[src/rtl/dispatch_pkg.sv]
// Shared dispatch types: decoded-instruction metadata, queue depth and the
// bit positions a decoder ORs together to form its per-slot solo flag.
package dispatch_pkg;
  localparam int DISPATCH_DEPTH = 4;
  localparam int NUM_LANES      = 2;
  localparam int SOLO_PRIV_BIT  = 0;
  localparam int SOLO_CSR_BIT   = 1;
  localparam int SOLO_EXC_BIT   = 2;
  localparam int SOLO_W         = 3;

  typedef struct packed {
    logic [31:0] pc;
    logic        we;
    logic [4:0]  waddr;
    logic        r1_en;
    logic [4:0]  r1;
    logic        r2_en;
    logic [4:0]  r2;
    logic        solo;
  } dinst_t;

  function automatic logic solo_of(input logic [SOLO_W-1:0] cond);
    return |cond;
  endfunction

  // RAW or WAW between an older entry e0 and the younger e1; r0 never conflicts.
  function automatic logic pair_hazard(input dinst_t e0, input dinst_t e1);
    logic w0;
    w0 = e0.we && (e0.waddr != 5'd0);
    return w0 && ((e1.r1_en && (e1.r1 == e0.waddr)) ||
                  (e1.r2_en && (e1.r2 == e0.waddr)) ||
                  (e1.we    && (e1.waddr == e0.waddr)));
  endfunction
endpackage

[src/rtl/dispatch_queue.sv]
// 2-write / 2-read circular instruction buffer with head/tail/count and flush.
module dispatch_queue
  import dispatch_pkg::*;
#(
  parameter int DEPTH     = DISPATCH_DEPTH,
  parameter int PAYLOAD_W = 128
) (
  input  logic                         clk,
  input  logic                         rst,
  input  logic                         flush,
  input  logic [1:0]                   wr_en,
  input  dinst_t [1:0]                 wr_inst,
  input  logic [1:0][PAYLOAD_W-1:0]    wr_payload,
  input  logic [1:0]                   rd_adv,
  output dinst_t [1:0]                 rd_inst,
  output logic [1:0][PAYLOAD_W-1:0]    rd_payload,
  output logic [$clog2(DEPTH):0]       count
);
  localparam int AW = $clog2(DEPTH);
  localparam int CW = AW + 1;

  dinst_t               mem  [DEPTH];
  logic [PAYLOAD_W-1:0] pmem [DEPTH];
  logic [AW-1:0]        head, tail, head_p1, tail_p1;
  logic [1:0]           n_wr;
  logic                 first;

  assign head_p1 = head + AW'(1);
  assign tail_p1 = tail + AW'(1);
  assign n_wr    = {1'b0, wr_en[0]} + {1'b0, wr_en[1]};
  // A lone slot-1 instruction is compacted down to tail.
  assign first   = ~wr_en[0];

  always_ff @(posedge clk) begin
    if (rst || flush) begin
      head  <= '0;
      tail  <= '0;
      count <= '0;
    end else begin
      head  <= head + AW'(rd_adv);
      tail  <= tail + AW'(n_wr);
      count <= count + CW'(n_wr) - CW'(rd_adv);
    end
  end

  always_ff @(posedge clk) begin
    if (|wr_en) begin
      mem[tail]  <= wr_inst[first];
      pmem[tail] <= wr_payload[first];
    end
    if (&wr_en) begin
      mem[tail_p1]  <= wr_inst[1];
      pmem[tail_p1] <= wr_payload[1];
    end
  end

  assign rd_inst[0]    = mem[head];
  assign rd_inst[1]    = mem[head_p1];
  assign rd_payload[0] = pmem[head];
  assign rd_payload[1] = pmem[head_p1];
endmodule

[src/rtl/dispatch_ctrl.sv]
// Dual-issue dispatch: buffers decoder pairs and issues 0/1/2 per cycle,
// splitting pairs on register hazards or solo instructions.
module dispatch_ctrl
  import dispatch_pkg::*;
#(
  parameter int DEPTH     = DISPATCH_DEPTH,
  parameter int PAYLOAD_W = 128
) (
  input  logic                      clk,
  input  logic                      rst,
  input  logic                      flush,
  input  logic [1:0]                dec_valid,
  input  logic [1:0][31:0]          dec_pc,
  input  logic [1:0]                dec_reg_write_en,
  input  logic [1:0][4:0]           dec_reg_write_addr,
  input  logic [1:0]                dec_reg1_read_en,
  input  logic [1:0][4:0]           dec_reg1_read_addr,
  input  logic [1:0]                dec_reg2_read_en,
  input  logic [1:0][4:0]           dec_reg2_read_addr,
  input  logic [1:0]                dec_solo,
  input  logic [1:0][PAYLOAD_W-1:0] dec_payload,
  output logic                      dec_ready,
  output logic [1:0]                issue_valid,
  output logic [1:0][31:0]          issue_pc,
  output logic [1:0]                issue_reg_write_en,
  output logic [1:0][4:0]           issue_reg_write_addr,
  output logic [1:0]                issue_reg1_read_en,
  output logic [1:0][4:0]           issue_reg1_read_addr,
  output logic [1:0]                issue_reg2_read_en,
  output logic [1:0][4:0]           issue_reg2_read_addr,
  output logic [1:0][PAYLOAD_W-1:0] issue_payload,
  input  logic                      issue_ready,
  output logic [31:0]               dual_issue_cnt
);
  localparam int CW = $clog2(DEPTH) + 1;

  dinst_t [1:0]  wr_inst, rd_inst;
  logic [CW-1:0] count;
  logic [CW:0]   room;
  logic [1:0]    n_deq, wr_en;
  logic          pair_ok;

  for (genvar i = 0; i < NUM_LANES; i++) begin : g_lane
    assign wr_inst[i] = '{pc:    dec_pc[i],
                          we:    dec_reg_write_en[i],
                          waddr: dec_reg_write_addr[i],
                          r1_en: dec_reg1_read_en[i],
                          r1:    dec_reg1_read_addr[i],
                          r2_en: dec_reg2_read_en[i],
                          r2:    dec_reg2_read_addr[i],
                          solo:  dec_solo[i]};
    assign issue_pc[i]             = rd_inst[i].pc;
    assign issue_reg_write_en[i]   = rd_inst[i].we;
    assign issue_reg_write_addr[i] = rd_inst[i].waddr;
    assign issue_reg1_read_en[i]   = rd_inst[i].r1_en;
    assign issue_reg1_read_addr[i] = rd_inst[i].r1;
    assign issue_reg2_read_en[i]   = rd_inst[i].r2_en;
    assign issue_reg2_read_addr[i] = rd_inst[i].r2;
  end

  assign pair_ok = (count >= CW'(2)) && !rd_inst[0].solo && !rd_inst[1].solo &&
                   !pair_hazard(rd_inst[0], rd_inst[1]);

  // Flush kills issue in its own cycle so nothing is counted as accepted.
  assign issue_valid[0] = !flush && (count != '0);
  assign issue_valid[1] = !flush && pair_ok;

  assign n_deq = issue_ready ? {issue_valid[1], issue_valid[0] & ~issue_valid[1]} : 2'd0;

  // Free slots after this cycle's dequeue; decode needs room for a full pair.
  assign room      = (CW+1)'(DEPTH) - {1'b0, count} + (CW+1)'(n_deq);
  assign dec_ready = (room >= (CW+1)'(2));
  assign wr_en     = (dec_ready && !flush) ? dec_valid : 2'b00;

  dispatch_queue #(.DEPTH(DEPTH), .PAYLOAD_W(PAYLOAD_W)) u_queue (
    .clk        (clk),
    .rst        (rst),
    .flush      (flush),
    .wr_en      (wr_en),
    .wr_inst    (wr_inst),
    .wr_payload (dec_payload),
    .rd_adv     (n_deq),
    .rd_inst    (rd_inst),
    .rd_payload (issue_payload),
    .count      (count)
  );

  always_ff @(posedge clk) begin
    if (rst)                             dual_issue_cnt <= '0;
    else if (issue_ready && &issue_valid) dual_issue_cnt <= dual_issue_cnt + 32'd1;
  end
endmodule

[config.mk]
export PLATFORM = sky130hd
export DESIGN_NAME = dispatch_ctrl
export DESIGN_NICKNAME = d
export VERILOG_FILES = /design/src/rtl/dispatch_pkg.sv /design/src/rtl/dispatch_queue.sv /design/src/rtl/dispatch_ctrl.sv
export SDC_FILE = /design/constraint.sdc
export NUM_CORES = 2
export LEC_CHECK = 0
export ABC_AREA = 1
export CORE_AREA = 2 2 292 294
export DETAILED_ROUTE_END_ITERATION = 6
export DIE_AREA = 0 0 294 296
export PLACE_DENSITY = 0.73
export SETUP_SLACK_MARGIN = 0.02
export SKIP_LAST_GASP = 1
export SYNTH_ARGS = -nofsm -noshare
export SYNTH_HDL_FRONTEND = slang
export SYNTH_SLANG_ARGS = --single-unit
[constraint.sdc]
create_clock -name clk -period 21.9 [get_ports clk]
set_clock_uncertainty 0.1 [all_clocks]
set_input_delay 4.38 -clock clk [delete_from_list [all_inputs] [get_ports clk]]
set_output_delay 4.38 -clock clk [all_outputs]
set_load 0.03 [all_outputs]
# [Word-level counts from Yosys, hierarchy flattened]
# Memories as Yosys holds them, arrays and structs flattened. A register that Yosys moved wholly into a read port is not among the register bits.
# Cells that the tools add are included.
[totals] register_bits=39 latchBits=0 mem_bits_rw=716 mem_bits_ro=0 output_inout_bits=391 elab_cells=61 mem_count=2
[op_classes] add_sub_neg=10 n_mul=0 n_div=0 magnitude_cmp=3 n_eq_ne=3 shift=0 n_mux=12 n_bitwise=3 reduce_logical=24
[memory_table] memory="u_queue.pmem" depth=4 word_bits=128 read_ports=2 rd_ports_with_merged_regs=1 wr=2 line="dispatch_queue.sv:23" source="logic [PAYLOAD_W-1:0] pmem [DEPTH];"
[memory_table] memory="u_queue.mem" depth=4 word_bits=51 read_ports=2 rd_ports_with_merged_regs=1 wr=2 line="dispatch_queue.sv:22" source="dinst_t mem [DEPTH];"
[op_table] op="128-bit 2-to-1 mux" n=2
[op_table] op="51-bit 2-to-1 mux" n=2
[op_table] op="32-bit by 1-bit adder with 32-bit output, second input constant" n=1
[op_table] op="5-bit equality test" n=3
[op_table] op="1-bit logical AND" n=12
[op_table] op="2-bit 2-to-1 mux" n=4
[op_table] op="5-bit nonzero test" n=1
[op_table] op="2-bit by 1-bit adder with 2-bit output, second input constant" n=2
[op_table] op="2-bit adder" n=2
[op_table] op="4-bit by 2-bit adder with 4-bit output" n=1
[op_table] op="4-bit by 2-bit greater-or-equal comparator with 1-bit output, second input constant" n=1
[op_table] op="1-bit logical NOT" n=4
[op_table] op="1-bit 2-to-1 mux" n=4
[op_table] op="2-bit AND reduction" n=2
[op_table] op="3-bit by 3-bit subtractor with 4-bit output, first input constant" n=1
[op_table] op="3-bit by 2-bit adder with 3-bit output" n=1
[op_table] op="3-bit by 2-bit greater-or-equal comparator with 1-bit output, second input constant" n=1
[op_table] op="1-bit logical OR" n=3
[op_table] op="3-bit nonzero test" n=1
[op_table] op="3-bit by 2-bit subtractor with 3-bit output" n=1
[op_table] op="1-bit by 1-bit adder with 2-bit output" n=1
[op_table] op="1-bit by 2-bit less-than comparator with 1-bit output, second input constant" n=1
[op_table] op="1-bit NOT" n=2
[op_table] op="2-bit OR reduction" n=1
[op_table] op="1-bit bitwise AND" n=1

# [Depth between registers and ports, before layout]
# An unclocked memory read counts as a cell.
[depth] word_depth=20 mapped_depth=33

# [Cells and area by module]
# A second synthesis with hierarchy kept.
[unflattened] cells_unflattened=6089 hier_area_um2=45939.1
[by_module_without_submodules] mod="dispatch_queue" instances=1 cells_per_inst=5639 area_per_inst_um2=43294.0
[by_module_without_submodules] mod="dispatch_ctrl" instances=1 cells_per_inst=450 area_per_inst_um2=2645.0

# [Worst setup path after synthesis]
# Ideal clock, no wire load.
[synth_timing] path_type="input-to-reg" startpoint="input port flush" endpoint="memory u_queue.mem[3][0] in the netlist's numbering, enable pin" setup_ps=979 arrival_ps=20735 required_time_ps=20821 path_slack_ps=86 path_stages=15 n_path_buf=0 cell_sequence="nor2_1 > nand4_1 > a31oi_2 > a21boi_0 > nor2_1 > inv_1 > ha_1 > inv_1 > fa_1 > nand2_1 > nor2_1 > o21bai_1 > nand3_1 > ha_1 > o31ai_1"
[synth_rtl] item="start: declaration" line="dispatch_ctrl.sv:11" source="input logic flush,"
[synth_rtl] item="end: declaration" line="dispatch_queue.sv:22"

# [Worst setup path in the final report]
[layout_timing] startpoint="input port flush" endpoint="output port dec_ready"
[layout_via] elab_chain_len=7 word_cells_on_any_way=8 cone_classes="add/sub: 1; order compare: 1; mux: 1; bitwise: 2; reduce/logical: 3"
[layout_rtl] item="1-bit logical NOT (*)" line="dispatch_ctrl.sv:65, dispatch_ctrl.sv:66"
[layout_rtl] item="1-bit logical AND" line="dispatch_ctrl.sv:66" source="assign issue_valid[1] = !flush && pair_ok;"
[layout_rtl] item="1-bit NOT" line="dispatch_ctrl.sv:68" source="assign n_deq = issue_ready ? {issue_valid[1], issue_valid[0] & ~issue_valid[1]} : 2'd0;"
[layout_rtl] item="1-bit bitwise AND" line="dispatch_ctrl.sv:68"
[layout_rtl] item="2-bit 2-to-1 mux (*)" line="dispatch_ctrl.sv:68"
[layout_rtl] item="4-bit by 2-bit adder with 4-bit output (*)" line="dispatch_ctrl.sv:71" source="assign room = (CW+1)'(DEPTH) - {1'b0, count} + (CW+1)'(n_deq);"
[layout_rtl] item="4-bit by 2-bit greater-or-equal comparator with 1-bit output (*)" line="dispatch_ctrl.sv:72" source="assign dec_ready = (room >= (CW+1)'(2));"
[layout_rtl] item="end: declaration" line="dispatch_ctrl.sv:22" source="output logic dec_ready,"
# Every way passes the cells marked *; elsewhere a longest branch is shown, timed or not.

==> results.md <==
* Clock H-tree levels at 3
* Number of maximum-capacitance violations at 0
* Die Wd at 294 um
* Total global routing overflow at 0
* Number of buffers on the longest clock path at 3
* Wire length of the first global-routing pass at 215000 um
* Final period demand of the worst path at 12.28 ns
* Comb power frac at 26.5%
* Total of fill cells in the finished design at 6900
* Resized Gates After CTS at 0
* Site Rows at 107
* Wirelength per Cell at 22.0 um
* Sequential share of the synthesized area at 52.6%
* Final worst path period share at 56.1%
* Transition time at the pin with the least slew margin at 1.19 ns
* Count of flip-flops with a built-in enable after synthesis at 716
* Clock tree root buffer cell: clkbuf_16
* Via total after detailed routing at 39421
* Net switching component of the power at 1.35 mW
* Full die area at 87000 sq um
* Top achievable clock speed at 0.0814 GHz
* Compound-Gate Fraction of Synth Area at 21.2%
* Synth cell types at 44
* Share of synthesized cell area in and, or, nand and nor gates at 17.4%
* Synthesized instance count at 4952
* Initial antenna violation count at 30
* Final count of hold timing violations at 0
* Total wire length after detailed routing at 146000 um
* Total global-route track usage at 32.3%
* Die extent in y at 296 um
* Overall power consumption at 4.24 mW
* Pwr per Cell Area at 80.3 nW/um^2
* Outcome: finished, final reports clean
* Most instantiated flip-flop cell in the synthesis netlist: edfxtp_1
* Hold Crit Class: flip-flop to flip-flop
* Yosys warnings at 0
* Final setup viols at 0
* DRC viols at 0
* Count of input and output buffers at 754
* Post-synthesis xor/xnor area fraction at 0.641%
* Vias/cell at 5.95
* Proportion of layout cells with a drive suffix above 1 at 3.43%
* Number of global-route vias before repair at 37243
* Post-CTS setup buffer count at 0
* Static Leak at 20.8 nW
* Mapped cell area at 42300 sq um
* Number of stages on the worst hold path at 2
* RSZ-0062 raised after global routing: false
* Initial core utilization at 50.3%
* Depth of the worst register-to-register path at 25
* Worst-skew pair later-pin latency at 0.64 ns
* Clock share of power at 31.0%
* Clock tree from TritonCTS: done
* Clk slew on worst S/H paths at 0.06 ns
* CTS Buf Count at 81
* Count of nets after finishing at 5830
* Flop and latch count out of synthesis at 755
* Number of pins exceeding their max-slew limit in the final report at 0
* Type of destination of the critical path: output port
* Largest family of logic cells by synthesized area: compound AO/OA/AOI/OAI gates
* Switching fraction of total power at 31.7%
* Required @ worst endpoint at 17.42 ns
* Leading cell types in the layout, fill and taps excluded: 1581 x nand2_1, 902 x o21ai_0, 754 x clkdlybuf4s50_1
* Type of the worst setup path: primary input to output port
* Largest net degree at the start of global routing at 201
* Hold buffer count at CTS at 0
* Antenna-violating nets left at 0
* Core area at 84200 sq um
* Share of synthesized area spent on multiplexers at 0%
* Design internal power at 2.90 mW
* Startpoint class of the critical path: primary input
* Share of flip-flops with an asynchronous set or reset after synthesis at 0%
* Detailed placement HPWL at 90900 um
* Headroom to the max-slew limit at 20.8%
* Number of sinks on the clock net at 755
* Launch point of the worst hold path: dual_issue_cnt[31]
* Peak supply drop at 0.0628 mV
* Most frequent standard cell in the layout excluding fill and tap cells: nand2_1
* Synthesis-to-layout area growth at 24.7%
* Worst-path fanout max at 34
* Number of primary I/O pins at 755
* Net count after synthesis at 5328
* Final weighted congestion in routability-driven placement at 0.915
* Flop-to-flop setup slack at 12.26 ns
* First-pass iteration count of the detailed router at 6
* Endpoint arrival time on the critical path at 7.80 ns
* DRT iter0 DRCs at 3902
* Post-route setup TNS at 0 ns
* Mean area per synthesized cell at 8.55 sq um
* Final Core Density at 62.7%
* Hold EP: dual_issue_cnt[31]
* RR Endpoint: u_queue.pmem[1][87]
* Post-Synth Adder-Cell Area at 0.408%
* Portion of total power attributed to sequential cells at 42.4%
* R2r startpoint: u_queue.head[0]
==> per-stage QoR <==
stage / hold WS, ns / setup WS [ns] / cell area [sq um] / cells
after detailed placement: 0.388 / 9.61 / 50200 / 6461
final: 0.393 / 9.62 / 52800 / 6629
after global placement: 0.386 / 9.64 / 50200 / 6461
after global routing: 0.453 / 9.34 / 52800 / 6623
after floorplan: 0.427 / 0.0856 / 42300 / 4952
after CTS: 0.399 / 9.61 / 52700 / 6604
==> critical path: stages <==
cell,delay [ns]
clkdlybuf4s50_1,0.47
nor2_1,0.15
nand4_1,0.11
a31oi_2,0.15
buf_4,0.38
a21boi_0,0.32
nor2_1,0.12
inv_1,0.07
ha_1,0.13
inv_1,0.06
fa_1,0.41
nand2_1,0.08
nor2_1,0.04
o21bai_1,0.19
clkdlybuf4s50_1,0.74
==> final cells by class <==
class | count | area [sq um] | share of cell area (%)
multi-input combinational | 3358 | 16900 | 32.0
sequential | 755 | 22300 | 42.2
antenna | 25 | 62.6 | 0.118
tap | 1090 | 1360 | 2.58
clock inverter | 46 | 377 | 0.713
clock buffer | 97 | 2130 | 4.03
timing repair buffer | 800 | 7960 | 15.1
inverter | 458 | 1740 | 3.29
==> cells by family after synthesis <==
kind of cell / after synthesis
buf+inv: 839
simple gates: 1847
compound gates: 1468
flops: 755
xor+xnor: 31
fa+ha+maj: 12
==> registers in the layout, summed over array words and instances, names as in the netlist <==
signal          count
u_queue.pmem      512
u_queue.mem       204
dual_issue_cnt     32
u_queue.count       3
u_queue.head        2
u_queue.tail        2
==> worst max path at each step <==
stage	start	endpoint	depth (start not counted)
2_1_floorplan	flush	u_queue.mem[3][0]	15
3_3_place_gp	flush	dec_ready	15
3_5_place_dp	flush	dec_ready	15
4_1_cts	flush	dec_ready	15
5_1_grt	flush	dec_ready	15
6_report	flush	dec_ready	15
==> Yosys cell counts, types with 2 or more instances <==
library cell,count,area share (%)
nand3_1,73,0.86
o21ai_0,902,11
fa_1,3,0.14
nor4_1,6,0.089
buf_4,8,0.14
nor2_1,72,0.64
nor2_4,2,0.053
o2111ai_1,45,0.93
xor2_1,21,0.43
o221ai_1,186,3.8
buf_6,7,0.19
o31ai_1,4,0.071
a22oi_1,290,5.1
buf_1,70,0.62
inv_1,453,4.0
xnor2_1,10,0.21
edfxtp_1,716,51
buf_2,40,0.47
nand4_1,92,1.4
ha_1,9,0.27
inv_2,2,0.018
dfxtp_1,39,1.8
a21oi_1,34,0.40
clkinv_1,2,0.018
nand2_1,1583,14
o21ai_1,2,0.024
nor3_1,9,0.11
clkbuf_1,256,2.3
==> power groups by stage <==
stage	Clock [mW]	Sequential [mW]	Combinational, mW
after global placement	0	1.82	1.10
after floorplan	0	1.87	0.653
final	1.32	1.80	1.12
after detailed placement	0	1.83	1.11
after global routing	1.38	1.81	1.21
after CTS	1.32	1.80	1.12
==> layer usage <==
layer  track usage, %  share of wire [%]  vias up
li1                 -                  -    18421
met1             39.0                 36    18460
met2             53.4                 48     2119
met3             6.97                 10      409
met4             19.3                5.7       12
met5                0              0.056        -
No activity file was read; power rests on OpenSTA's default activity.
